<file path="src/rtl/arm_mc_controller_pkg.sv">
// Shared types and encodings for the multicycle ARM control unit: FSM states,
// condition codes, data-processing commands, ALU controls and mux selects.
package arm_ctrl_pkg;

    typedef enum logic [3:0] {
        FETCH, DECODE, MEMADR, MEMRD, MEMWB, MEMWR, EXECR, EXECI, ALUWB, BRANCH
    } state_t;

    localparam logic [1:0] OP_DP  = 2'b00;
    localparam logic [1:0] OP_MEM = 2'b01;
    localparam logic [1:0] OP_BR  = 2'b10;

    localparam logic [3:0] COND_EQ = 4'b0000;
    localparam logic [3:0] COND_NE = 4'b0001;
    localparam logic [3:0] COND_CS = 4'b0010;
    localparam logic [3:0] COND_CC = 4'b0011;
    localparam logic [3:0] COND_MI = 4'b0100;
    localparam logic [3:0] COND_PL = 4'b0101;
    localparam logic [3:0] COND_VS = 4'b0110;
    localparam logic [3:0] COND_VC = 4'b0111;
    localparam logic [3:0] COND_HI = 4'b1000;
    localparam logic [3:0] COND_LS = 4'b1001;
    localparam logic [3:0] COND_GE = 4'b1010;
    localparam logic [3:0] COND_LT = 4'b1011;
    localparam logic [3:0] COND_GT = 4'b1100;
    localparam logic [3:0] COND_LE = 4'b1101;
    localparam logic [3:0] COND_AL = 4'b1110;

    localparam logic [3:0] CMD_AND = 4'b0000;
    localparam logic [3:0] CMD_EOR = 4'b0001;
    localparam logic [3:0] CMD_SUB = 4'b0010;
    localparam logic [3:0] CMD_ADD = 4'b0100;
    localparam logic [3:0] CMD_TST = 4'b1000;
    localparam logic [3:0] CMD_CMP = 4'b1010;
    localparam logic [3:0] CMD_ORR = 4'b1100;
    localparam logic [3:0] CMD_MOV = 4'b1101;

    localparam logic [2:0] ALU_ADD   = 3'b000;
    localparam logic [2:0] ALU_SUB   = 3'b001;
    localparam logic [2:0] ALU_AND   = 3'b010;
    localparam logic [2:0] ALU_ORR   = 3'b011;
    localparam logic [2:0] ALU_EOR   = 3'b100;
    localparam logic [2:0] ALU_PASSB = 3'b101;

    localparam logic [1:0] SRCA_RD1   = 2'b00;
    localparam logic [1:0] SRCA_PC    = 2'b01;
    localparam logic [1:0] SRCB_RD2   = 2'b00;
    localparam logic [1:0] SRCB_IMM   = 2'b01;
    localparam logic [1:0] SRCB_FOUR  = 2'b10;
    localparam logic [1:0] RES_ALUOUT = 2'b00;
    localparam logic [1:0] RES_RDATA  = 2'b01;
    localparam logic [1:0] RES_ALU    = 2'b10;
    localparam logic [1:0] IMM_8      = 2'b00;
    localparam logic [1:0] IMM_12     = 2'b01;
    localparam logic [1:0] IMM_24     = 2'b10;

    typedef struct packed {
        logic [2:0] aluCtl;
        logic [1:0] flagW;
        logic       writesReg;
    } alu_dec_t;

    // nzcv = {N, Z, C, V}; the NV encoding (1111) never executes.
    function automatic logic condCheck(input logic [3:0] cond, input logic [3:0] nzcv);
        logic n, z, c, v, ok;
        {n, z, c, v} = nzcv;
        ok = 1'b0;
        case (cond)
            COND_EQ: ok = z;
            COND_NE: ok = !z;
            COND_CS: ok = c;
            COND_CC: ok = !c;
            COND_MI: ok = n;
            COND_PL: ok = !n;
            COND_VS: ok = v;
            COND_VC: ok = !v;
            COND_HI: ok = c && !z;
            COND_LS: ok = !c || z;
            COND_GE: ok = (n == v);
            COND_LT: ok = (n != v);
            COND_GT: ok = !z && (n == v);
            COND_LE: ok = z || (n != v);
            COND_AL: ok = 1'b1;
            default: ok = 1'b0;
        endcase
        return ok;
    endfunction

    function automatic alu_dec_t aluDecode(input logic [5:0] funct, input logic ext);
        alu_dec_t d;
        logic s;
        s = funct[0];
        d = '{aluCtl: ALU_ADD, flagW: 2'b00, writesReg: 1'b0};
        case (funct[4:1])
            CMD_ADD: d = '{aluCtl: ALU_ADD, flagW: {s, s},    writesReg: 1'b1};
            CMD_SUB: d = '{aluCtl: ALU_SUB, flagW: {s, s},    writesReg: 1'b1};
            CMD_AND: d = '{aluCtl: ALU_AND, flagW: {s, 1'b0}, writesReg: 1'b1};
            CMD_ORR: d = '{aluCtl: ALU_ORR, flagW: {s, 1'b0}, writesReg: 1'b1};
            CMD_EOR: if (ext) d = '{aluCtl: ALU_EOR,   flagW: {s, 1'b0}, writesReg: 1'b1};
            CMD_MOV: if (ext) d = '{aluCtl: ALU_PASSB, flagW: {s, 1'b0}, writesReg: 1'b1};
            CMD_CMP: if (ext) d = '{aluCtl: ALU_SUB,   flagW: 2'b11,     writesReg: 1'b0};
            CMD_TST: if (ext) d = '{aluCtl: ALU_AND,   flagW: 2'b10,     writesReg: 1'b0};
            default: ;
        endcase
        return d;
    endfunction

endpackage

</file>
<file path="src/rtl/arm_mc_controller_if.sv">
// Bundle between the control unit and the datapath: instruction fields and
// ALU flags in, enables and mux selects out.
interface arm_mc_controller_if #(parameter int EXT_ALU = 0);
    localparam int ALU_W = 2 + EXT_ALU;

    logic [3:0]       cond;
    logic [1:0]       op;
    logic [5:0]       funct;
    logic [3:0]       rd;
    logic [3:0]       alu_flags;
    logic             pc_write;
    logic             ir_write;
    logic             reg_write;
    logic             mem_write;
    logic             adr_src;
    logic [1:0]       result_src;
    logic [1:0]       alu_src_a;
    logic [1:0]       alu_src_b;
    logic [1:0]       imm_src;
    logic [1:0]       reg_src;
    logic [ALU_W-1:0] alu_control;
    logic [3:0]       flags_q;

    modport master (
        input  cond, op, funct, rd, alu_flags,
        output pc_write, ir_write, reg_write, mem_write, adr_src, result_src,
               alu_src_a, alu_src_b, imm_src, reg_src, alu_control, flags_q
    );

    modport slave (
        output cond, op, funct, rd, alu_flags,
        input  pc_write, ir_write, reg_write, mem_write, adr_src, result_src,
               alu_src_a, alu_src_b, imm_src, reg_src, alu_control, flags_q
    );
endinterface

</file>
<file path="src/rtl/arm_mc_controller_cond_unit.sv">
// NZCV flag register plus the condition-pass flop latched once per instruction
// in DECODE, so an instruction's own flag update cannot change its own predicate.
module arm_cond_unit
    import arm_ctrl_pkg::*;
#(
    parameter logic [3:0] FLAG_RESET = 4'b0000
) (
    input  logic       clk,
    input  logic       rst_n,
    input  logic [3:0] cond,
    input  logic [3:0] aluFlags,
    input  logic       captureEn,
    input  logic [1:0] flagWe,
    output logic [3:0] flagsQ,
    output logic       condExQ
);

    logic [1:0] flagPairQ [2];

    always_ff @(posedge clk or negedge rst_n) begin
        if (!rst_n) begin
            condExQ <= 1'b0;
        end else if (captureEn) begin
            condExQ <= condCheck(cond, flagsQ);
        end
    end

    // Pair 1 holds NZ, pair 0 holds CV; each has its own write enable.
    for (genvar gi = 0; gi < 2; gi++) begin : g_flag
        always_ff @(posedge clk or negedge rst_n) begin
            if (!rst_n) begin
                flagPairQ[gi] <= FLAG_RESET[2*gi +: 2];
            end else if (flagWe[gi] && condExQ) begin
                flagPairQ[gi] <= aluFlags[2*gi +: 2];
            end
        end
    end

    assign flagsQ = {flagPairQ[1], flagPairQ[0]};

endmodule

</file>
<file path="src/rtl/arm_mc_controller.sv">
// Multicycle ARM control unit: Moore FSM plus main/ALU decoders sequencing each
// instruction over 3-5 cycles on a shared memory and ALU.
module arm_mc_controller
    import arm_ctrl_pkg::*;
#(
    parameter int         EXT_ALU    = 0,
    parameter logic [3:0] FLAG_RESET = 4'b0000
) (
    input logic                clk,
    input logic                rst_n,
    arm_mc_controller_if.master bus
);

    localparam int ALU_W = 2 + EXT_ALU;

    state_t     stateQ;
    alu_dec_t   aluDec;
    logic       condExQ;
    logic [3:0] flagsQ;
    logic [1:0] flagWe;
    logic       rdIsPc;
    logic       pcW, irW, regW, memW, adrSrc, aluWr;
    logic [1:0] resSrc, srcA, srcB;
    logic [2:0] aluCtl;
    logic       unusedAluBits;

    assign aluDec = aluDecode(bus.funct, EXT_ALU != 0);
    assign rdIsPc = (bus.rd == 4'd15);
    assign flagWe = (stateQ == EXECR || stateQ == EXECI) ? aluDec.flagW : 2'b00;

    arm_cond_unit #(.FLAG_RESET(FLAG_RESET)) u_cond (
        .clk      (clk),
        .rst_n    (rst_n),
        .cond     (bus.cond),
        .aluFlags (bus.alu_flags),
        .captureEn(stateQ == DECODE),
        .flagWe   (flagWe),
        .flagsQ   (flagsQ),
        .condExQ  (condExQ)
    );

    always_ff @(posedge clk or negedge rst_n) begin
        if (!rst_n) begin
            stateQ <= FETCH;
        end else begin
            case (stateQ)
                FETCH:  stateQ <= DECODE;
                DECODE: begin
                    case (bus.op)
                        OP_MEM:  stateQ <= MEMADR;
                        OP_DP:   stateQ <= bus.funct[5] ? EXECI : EXECR;
                        OP_BR:   stateQ <= bus.funct[4] ? FETCH : BRANCH;
                        default: stateQ <= FETCH;
                    endcase
                end
                MEMADR:       stateQ <= bus.funct[0] ? MEMRD : MEMWR;
                MEMRD:        stateQ <= MEMWB;
                EXECR, EXECI: stateQ <= ALUWB;
                default:      stateQ <= FETCH;
            endcase
        end
    end

    always_comb begin
        pcW    = 1'b0;
        irW    = 1'b0;
        regW   = 1'b0;
        memW   = 1'b0;
        adrSrc = 1'b0;
        aluWr  = 1'b0;
        resSrc = RES_ALUOUT;
        srcA   = SRCA_RD1;
        srcB   = SRCB_RD2;
        aluCtl = ALU_ADD;
        case (stateQ)
            FETCH: begin
                irW    = 1'b1;
                pcW    = 1'b1;
                srcA   = SRCA_PC;
                srcB   = SRCB_FOUR;
                resSrc = RES_ALU;
            end
            DECODE: begin
                srcA   = SRCA_PC;
                srcB   = SRCB_FOUR;
                resSrc = RES_ALU;
            end
            MEMADR: srcB = SRCB_IMM;
            MEMRD:  adrSrc = 1'b1;
            MEMWB: begin
                // A load into R15 becomes a jump instead of a register write.
                resSrc = RES_RDATA;
                regW   = condExQ && !rdIsPc;
                pcW    = condExQ && rdIsPc;
            end
            MEMWR: begin
                adrSrc = 1'b1;
                memW   = condExQ;
            end
            EXECR: aluCtl = aluDec.aluCtl;
            EXECI: begin
                srcB   = SRCB_IMM;
                aluCtl = aluDec.aluCtl;
            end
            ALUWB: begin
                aluWr = condExQ && aluDec.writesReg;
                regW  = aluWr && !rdIsPc;
                pcW   = aluWr && rdIsPc;
            end
            BRANCH: begin
                srcB   = SRCB_IMM;
                resSrc = RES_ALU;
                pcW    = condExQ;
            end
            default: ;
        endcase
    end

    // Write enables are held low while reset is asserted even though the
    // state already reads FETCH.
    assign bus.pc_write    = pcW  && rst_n;
    assign bus.ir_write    = irW  && rst_n;
    assign bus.reg_write   = regW && rst_n;
    assign bus.mem_write   = memW && rst_n;
    assign bus.adr_src     = adrSrc;
    assign bus.result_src  = resSrc;
    assign bus.alu_src_a   = srcA;
    assign bus.alu_src_b   = srcB;
    assign bus.alu_control = aluCtl[ALU_W-1:0];
    assign bus.flags_q     = flagsQ;
    assign unusedAluBits   = ^aluCtl;

    assign bus.imm_src = (bus.op == OP_MEM) ? IMM_12 :
                         (bus.op == OP_BR)  ? IMM_24 : IMM_8;
    assign bus.reg_src = {bus.op == OP_MEM, bus.op == OP_BR};

endmodule

</file>
<file path="src/flat_wrapper.sv">
// flat-port wrapper written by rule: the top's interface ports become plain ports
module arm_mc_controller_flat import arm_ctrl_pkg::*;
#(
    parameter int         EXT_ALU    = 0,
    parameter logic [3:0] FLAG_RESET = 4'b0000
)
  (clk, rst_n, bus_cond, bus_op, bus_funct, bus_rd, bus_alu_flags, bus_pc_write, bus_ir_write, bus_reg_write, bus_mem_write, bus_adr_src, bus_result_src, bus_alu_src_a, bus_alu_src_b, bus_imm_src, bus_reg_src, bus_alu_control, bus_flags_q);
  arm_mc_controller_if #(.EXT_ALU(EXT_ALU)) bus_i ();
  input logic clk;
  input logic rst_n;
  input wire logic [$bits(bus_i.cond)-1:0] bus_cond;
  input wire logic [$bits(bus_i.op)-1:0] bus_op;
  input wire logic [$bits(bus_i.funct)-1:0] bus_funct;
  input wire logic [$bits(bus_i.rd)-1:0] bus_rd;
  input wire logic [$bits(bus_i.alu_flags)-1:0] bus_alu_flags;
  output wire logic [$bits(bus_i.pc_write)-1:0] bus_pc_write;
  output wire logic [$bits(bus_i.ir_write)-1:0] bus_ir_write;
  output wire logic [$bits(bus_i.reg_write)-1:0] bus_reg_write;
  output wire logic [$bits(bus_i.mem_write)-1:0] bus_mem_write;
  output wire logic [$bits(bus_i.adr_src)-1:0] bus_adr_src;
  output wire logic [$bits(bus_i.result_src)-1:0] bus_result_src;
  output wire logic [$bits(bus_i.alu_src_a)-1:0] bus_alu_src_a;
  output wire logic [$bits(bus_i.alu_src_b)-1:0] bus_alu_src_b;
  output wire logic [$bits(bus_i.imm_src)-1:0] bus_imm_src;
  output wire logic [$bits(bus_i.reg_src)-1:0] bus_reg_src;
  output wire logic [$bits(bus_i.alu_control)-1:0] bus_alu_control;
  output wire logic [$bits(bus_i.flags_q)-1:0] bus_flags_q;
  assign bus_i.cond = bus_cond;
  assign bus_i.op = bus_op;
  assign bus_i.funct = bus_funct;
  assign bus_i.rd = bus_rd;
  assign bus_i.alu_flags = bus_alu_flags;
  assign bus_pc_write = bus_i.pc_write;
  assign bus_ir_write = bus_i.ir_write;
  assign bus_reg_write = bus_i.reg_write;
  assign bus_mem_write = bus_i.mem_write;
  assign bus_adr_src = bus_i.adr_src;
  assign bus_result_src = bus_i.result_src;
  assign bus_alu_src_a = bus_i.alu_src_a;
  assign bus_alu_src_b = bus_i.alu_src_b;
  assign bus_imm_src = bus_i.imm_src;
  assign bus_reg_src = bus_i.reg_src;
  assign bus_alu_control = bus_i.alu_control;
  assign bus_flags_q = bus_i.flags_q;
  arm_mc_controller #(.EXT_ALU(EXT_ALU), .FLAG_RESET(FLAG_RESET)) u_core (.clk(clk), .rst_n(rst_n), .bus(bus_i));
endmodule
</file>
<file path="config.mk">
export PLATFORM = sky130hd
export DESIGN_NAME = arm_mc_controller_flat
export DESIGN_NICKNAME = d
export VERILOG_FILES = /design/src/rtl/arm_mc_controller_pkg.sv /design/src/rtl/arm_mc_controller_if.sv /design/src/rtl/arm_mc_controller_cond_unit.sv /design/src/rtl/arm_mc_controller.sv /design/src/flat_wrapper.sv
export SDC_FILE = /design/constraint.sdc
export NUM_CORES = 1
export LEC_CHECK = 0
export BUFFER_PORTS_ARGS = -buffer_cell sky130_fd_sc_hd__clkbuf_2
export CAP_MARGIN = 0
export CORE_ASPECT_RATIO = 0.5
export CORE_UTILIZATION = 30
export DETAILED_ROUTE_END_ITERATION = 16
export SLEW_MARGIN = 25
export SYNTH_ARGS = -nofsm -noshare
export SYNTH_HDL_FRONTEND = slang
export SYNTH_HIERARCHICAL = 1
export SYNTH_SLANG_ARGS = --single-unit
</file>
<file path="constraint.sdc">
create_clock -name clk -period 2 [get_ports clk]
set_input_delay 0.1 -clock clk [delete_from_list [all_inputs] [get_ports clk]]
set_output_delay 0.1 -clock clk [all_outputs]
set_load 0.03 [all_outputs]
</file>
== Word level (Yosys, flattened, before mapping) ==
Cells that the tools add are included.

* Input port bits: 22
* Memories: 0
* Bits in latches: 0
* Word-level logic and storage cells: 84
* Output and inout port bits: 21
* Register bits after elaboration: 9
* RAM bits: 0
* Memory bits (read-only): 0

* Shift operators: 0
* Equality and inequality tests: 31
* Reductions and logical operators: 30
* Div/mod/pow operators: 0
* $lt $le $gt $ge: 0
* $add $sub $neg: 0
* Multiplexer cells: 19
* Bitwise logic cells: 0
* Multiply operators: 0

{| class="wikitable"
|+ Operators with widths
! cell !! number
|-
| 4-bit == test (second input constant) || 11
|-
| 4-bit by 3-bit == test with 1-bit output (second input constant) || 9
|-
| 4-bit by 2-bit == test with 1-bit output (second input constant) || 5
|-
| 4-bit one-hot mux with 5 select lines || 1
|-
| 5-bit one-hot mux with 4 select lines || 1
|-
| 1-bit one-hot mux with 15 select lines || 1
|-
| 1-bit logical AND || 13
|-
| 4-bit logical NOT || 3
|-
| 4-bit one-hot mux with 3 select lines || 1
|-
| 4-bit by 1-bit == test with 1-bit output (second input constant) || 2
|-
| 2-bit 2-to-1 mux || 4
|-
| 2-bit one-hot mux with 2 select lines || 2
|-
| 2-bit OR reduction || 3
|-
| 3-bit OR reduction || 2
|-
| 1-bit logical NOT || 5
|-
| 1-bit 2-to-1 mux || 5
|-
| 4-bit 2-to-1 mux || 1
|-
| 1-bit one-hot mux with 4 select lines || 1
|-
| 1-bit logical OR || 3
|-
| 3-bit 2-to-1 mux || 1
|-
| 2-bit by 1-bit == test with 1-bit output (second input constant) || 1
|-
| 2-bit == test (second input constant) || 1
|-
| 2-bit logical NOT || 1
|-
| 1-bit one-hot mux with 2 select lines || 1
|-
| other kinds (2) || 2
|}

== Depth between registers and ports, before layout ==
* Word-level depth: 6
* Mapped depth: 7
* Depth with buffers taken out: 5

== By module ==
The synthesis kept the hierarchy.

{| class="wikitable"
|+ By module, submodules not included
! module !! times used !! area an instance (sq um) !! cells an instance !! seq. area each (sq um)
|-
| arm_mc_controller || 1 || 519.2 || 70 || 100.1
|-
| arm_cond_unit || 1 || 426.7 || 44 || 125.1
|}

== Worst setup path before layout ==
OpenSTA, ideal clock, no wires.

* Path kind: reg-to-output
* Start: register u_core.stateQ[0]
* End: output bus_pc_write
* Required time: 1.900 ns
* Data arrival time: 1.704 ns
* Stages on the path, launching flop included: 4
* Setup slack: 0.196 ns
* Path buffers: 1
* Cells stage by stage: dfrtp_1 clkbuf_1 or3_1 o31ai_1

* Cells in the longest elaborated chain, start to end: 3
* Elaborated cells between the ends (all ways): 6
* Those cells by class: eq/ne (3); mux (1); reduce/logical (2)

{| class="wikitable"
|+ RTL lines
! element !! RTL line !! source
|-
| start, declared || arm_mc_controller.sv:16 || <nowiki>state_t stateQ;</nowiki>
|-
| start signal, assigned || arm_mc_controller.sv:51 || <nowiki>OP_DP: stateQ <= bus.funct[5] ? EXECI : EXECR;</nowiki>
|-
| start signal, assigned || arm_mc_controller.sv:52 || <nowiki>OP_BR: stateQ <= bus.funct[4] ? FETCH : BRANCH;</nowiki>
|-
| start signal, assigned || arm_mc_controller.sv:56 || <nowiki>MEMADR: stateQ <= bus.funct[0] ? MEMRD : MEMWR;</nowiki>
|-
| 4-bit == test, or another cell as far along || arm_mc_controller.sv:75 || <nowiki>case (stateQ)</nowiki>
|-
| 1-bit one-hot mux with 4 select lines (*) || arm_mc_controller.sv:75 ||
|-
| 1-bit logical AND (*) || arm_mc_controller.sv:121 || <nowiki>assign bus.pc_write = pcW && rst_n;</nowiki>
|-
| end, declared || flat_wrapper.sv:16 || <nowiki>output wire logic [$bits(bus_i.pc_write)-1:0] bus_pc_write;</nowiki>
|}

Every way passes the cells marked *; elsewhere a longest branch is shown, timed or not.

== Worst setup path in the final report ==
* Start: input rst_n
* End: output bus_reg_write

* Cells in the longest elaborated chain, start to end: 1

{| class="wikitable"
|+ RTL lines
! element !! RTL line !! source
|-
| start, declared || flat_wrapper.sv:10 || <nowiki>input logic rst_n;</nowiki>
|-
| 1-bit logical AND || arm_mc_controller.sv:123 || <nowiki>assign bus.reg_write = regW && rst_n;</nowiki>
|-
| end, declared || flat_wrapper.sv:18 || <nowiki>output wire logic [$bits(bus_i.reg_write)-1:0] bus_reg_write;</nowiki>
|}

No other way between the ends.

==> reports/metrics.yaml <==
synth:
  avgSynthCellArea_um2: 8.297
  syn-num-nets: 136
  yosysUniqueCellTypes: 48
  synth-seq-cells: 9
  synthTopCellsByCount: "nor2_1 (10), dfrtp_1 (9), nor2b_1 (8)"
  yosysWarnings: 6
  netlist_instances: 114
  synth-async-reset-ratio_pct: 100.0
  yosysSeqAreaShare_pct: 23.81
  synth_area_leaders: "dfrtp_1 (24%), nor2b_1 (5.3%), mux2_2 (4.8%)"
  yosysTopAreaCellShare_pct: 23.81
  ys.flop_type: "dfrtp_1"
  synth.most_common_cell: "nor2_1"
  synth_area_um2: 945.9
  synth_edf_count: 0
  yosys.area.top_type: "dfrtp_1"
clock_tree:
  clock_latency_ns: 0.23
  cts_made_buffers: 3
  tritoncts: "yes"
  cts-root-buf: "clkbuf_8"
  clk_pin_slew_ns: 0.04
  clockBufferDepth: 2
  cts_sinks: 9
  cts_setup_buffers: 0
  cts-htree-levels: 1
finish:
  utilization_pct: 43.36
  nNetsFinal: 176
  synthToLayoutAreaGrowth_pct: 27.51
  nFillCells: 289
  drive_above_1_share_pct: 38.56
  antenna_cells: 0
  fin_area_mm2: 0.001206
timing:
  fmax_ghz: 0.5506
  drv_slew: 0
  hold_viol: 0
  setup_viol: 0
  post-route-min-period_ns: 1.816
  fin_worst_skew_ns: 0.002529
  period_share_pct: 90.80
  finalSetupTns_ns: 0
  rsz0062_at_grt: "no"
route:
  drc: 0
  routed_via_density: 5.153
  dr.pass1.iters: 4
  routed_wl_um: 2248
  drtIter0Drc: 29
  wl_per_cell_um: 11.83
  ant_nets: 0
  vias: 979
placement:
  io_buffers: 41
  hpwl_um: 1782
  place.gp.congestion: 0.7943
  place_area_mm2: 0.001149
worst_setup_path:
  r2r_cells: 5
  worst-path-max-fanout: 12
  cp.required_ns: 1.90
  rrSetupSlack_ns: 0.27
  critPathKind: "in2out"
  worstReg2RegStart: "u_core/stateQ[2]$_DFF_PN0_"
  cp-end-kind: "output port"
  startpoint_type: "input pin"
  r2r_end: "u_core/u_cond/flagsQ[1]$_DFFE_PN0P_"
  critPathArrivalTime_ns: 1.72
hold_path:
  hp-start: "bus_alu_flags[1]"
  hold_path_class: "in2reg"
  holdPathEnd: "u_core/u_cond/flagsQ[1]$_DFFE_PN0P_"
  whs_path_depth: 2
global_route:
  antenna_found_initial: 0
  overflow: 0
  track_usage_pct: 14.64
  grt_max_degree: 13
  grt_pass1_vias: 887
  grt_pass1_wl_um: 3864
power:
  power_frac_comb_pct: 60.4
  p_per_area_mw_per_mm2: 1156
  p_sw_share_pct: 50.40
  internal_power_w: 0.0006914
  p_leak_nw: 0.5491
  peakVddDrop_v: 0.0004794
  power.switching_w: 0.0007026
  seqPwrFrac_pct: 24.7
  clkPwrFrac_pct: 14.9
die:
  die_x_um: 81.41
  num_rows: 13
  die_height_um: 41.71
  core_mm2: 0.002781
  die-area_mm2: 0.003395
  io_pins: 43
  initial_utilization_pct: 34.01
run:
  cap_violations: 0
run_status:
  outcome: "finished, final reports clean"
-- worst max-delay path, stage by stage --
cell	delay, ns
dlygate4sd3_1	0.52
clkbuf_4	0.22
nand2_1	0.09
or3_1	0.34
nor3b_1	0.20
clkbuf_2	0.24
-- registers in the layout (all words and copies together), names as in the netlist --
register	cells
u_core/stateQ	4
u_core/u_cond/condExQ	1
u_core/u_cond/flagsQ	4
-- area by class of cell --
class	count	area [µm²]	share of cell area (%)
clock buffers	4	45.04	3.734
multi-input cells	92	638.1	52.90
repair buffers	45	240.2	19.92
flip-flops and latches	9	225.2	18.67
well taps	37	46.29	3.838
inverters	3	11.26	0.9336
-- kinds of logic after synthesis --
group | after synthesis | share of synthesized area [%]
AND/OR/NAND/NOR | 55 | 36.78
buffers and inverters | 13 | 8.729
flip-flops | 9 | 23.81
XOR/XNOR | 6 | 6.349
other | 1 | 0.3964
multiplexers | 7 | 7.936
AO/OA/AOI/OAI | 23 | 16.01
-- power by group through the flow --
stage | Clock, W | Sequential (W) | Combinational, W
after floorplan | 0 | 0.000325 | 0.000639
final | 0.000208 | 0.000344 | 0.000842
after detailed placement | 0 | 0.000343 | 0.000838
after global routing | 0.000225 | 0.000358 | 0.000926
after CTS | 0.000215 | 0.000341 | 0.000844
after global placement | 0 | 0.000345 | 0.000837
-- layout by cell type (no fill, tap or decap), types with 4 or more instances in the layout --
master    instances
clkbuf_2         40
nor2_1           10
dfrtp_1           9
nor2b_1           8
a21oi_1           7
nand2_1           5
nor3_1            4
xnor2_1           4
mux2_2            4
-- how the worst max path moves through the flow --
stage                     slack, ns                  startpoint                             endpoint  cells past startpoint
after floorplan                0.20  u_core/stateQ[0]$_DFF_PN0_                         bus_pc_write                      3
after global placement         0.31  u_core/stateQ[2]$_DFF_PN0_  u_core/u_cond/flagsQ[1]$_DFFE_PN0P_                      5
after detailed placement       0.27  u_core/stateQ[2]$_DFF_PN0_  u_core/u_cond/flagsQ[1]$_DFFE_PN0P_                      5
after CTS                       0.1                       rst_n                         bus_pc_write                      6
after global routing           0.05                       rst_n                         bus_pc_write                      6
final                          0.18                       rst_n                        bus_reg_write                      6
-- stage by stage --
stage	cells	setup slack [ns]	power, W	hold slack [ns]
2_1_floorplan	114	0.1962	0.0009636	-0.1956
3_3_place_gp	185	0.3145	0.001182	-0.01129
6_report	190	0.1839	0.001394	0.1021
5_1_grt	190	0.04938	0.001509	0.1128
3_5_place_dp	185	0.2719	0.001181	-0.01350
4_1_cts	190	0.09689	0.001401	0.09913
-- repair_timing --
action | 4_1_cts | 5_1_grt
resized for setup | 0 | 2
endpoints found under the hold margin | 9 | 0
setup endpoints to repair | 0 | 2
hold buffers | 1 | 0
-- routing by layer --
layer / routed length [µm] / GRT usage, % / up-vias
met3: 118 / 3.516 / 4
li1: - / - / 489
met4: 26 / 4.286 / 0
met5: 0 / 0 / -
met2: 974 / 23.67 / 32
met1: 1128 / 19.20 / 454
Power figures use the tool's default switching activity.
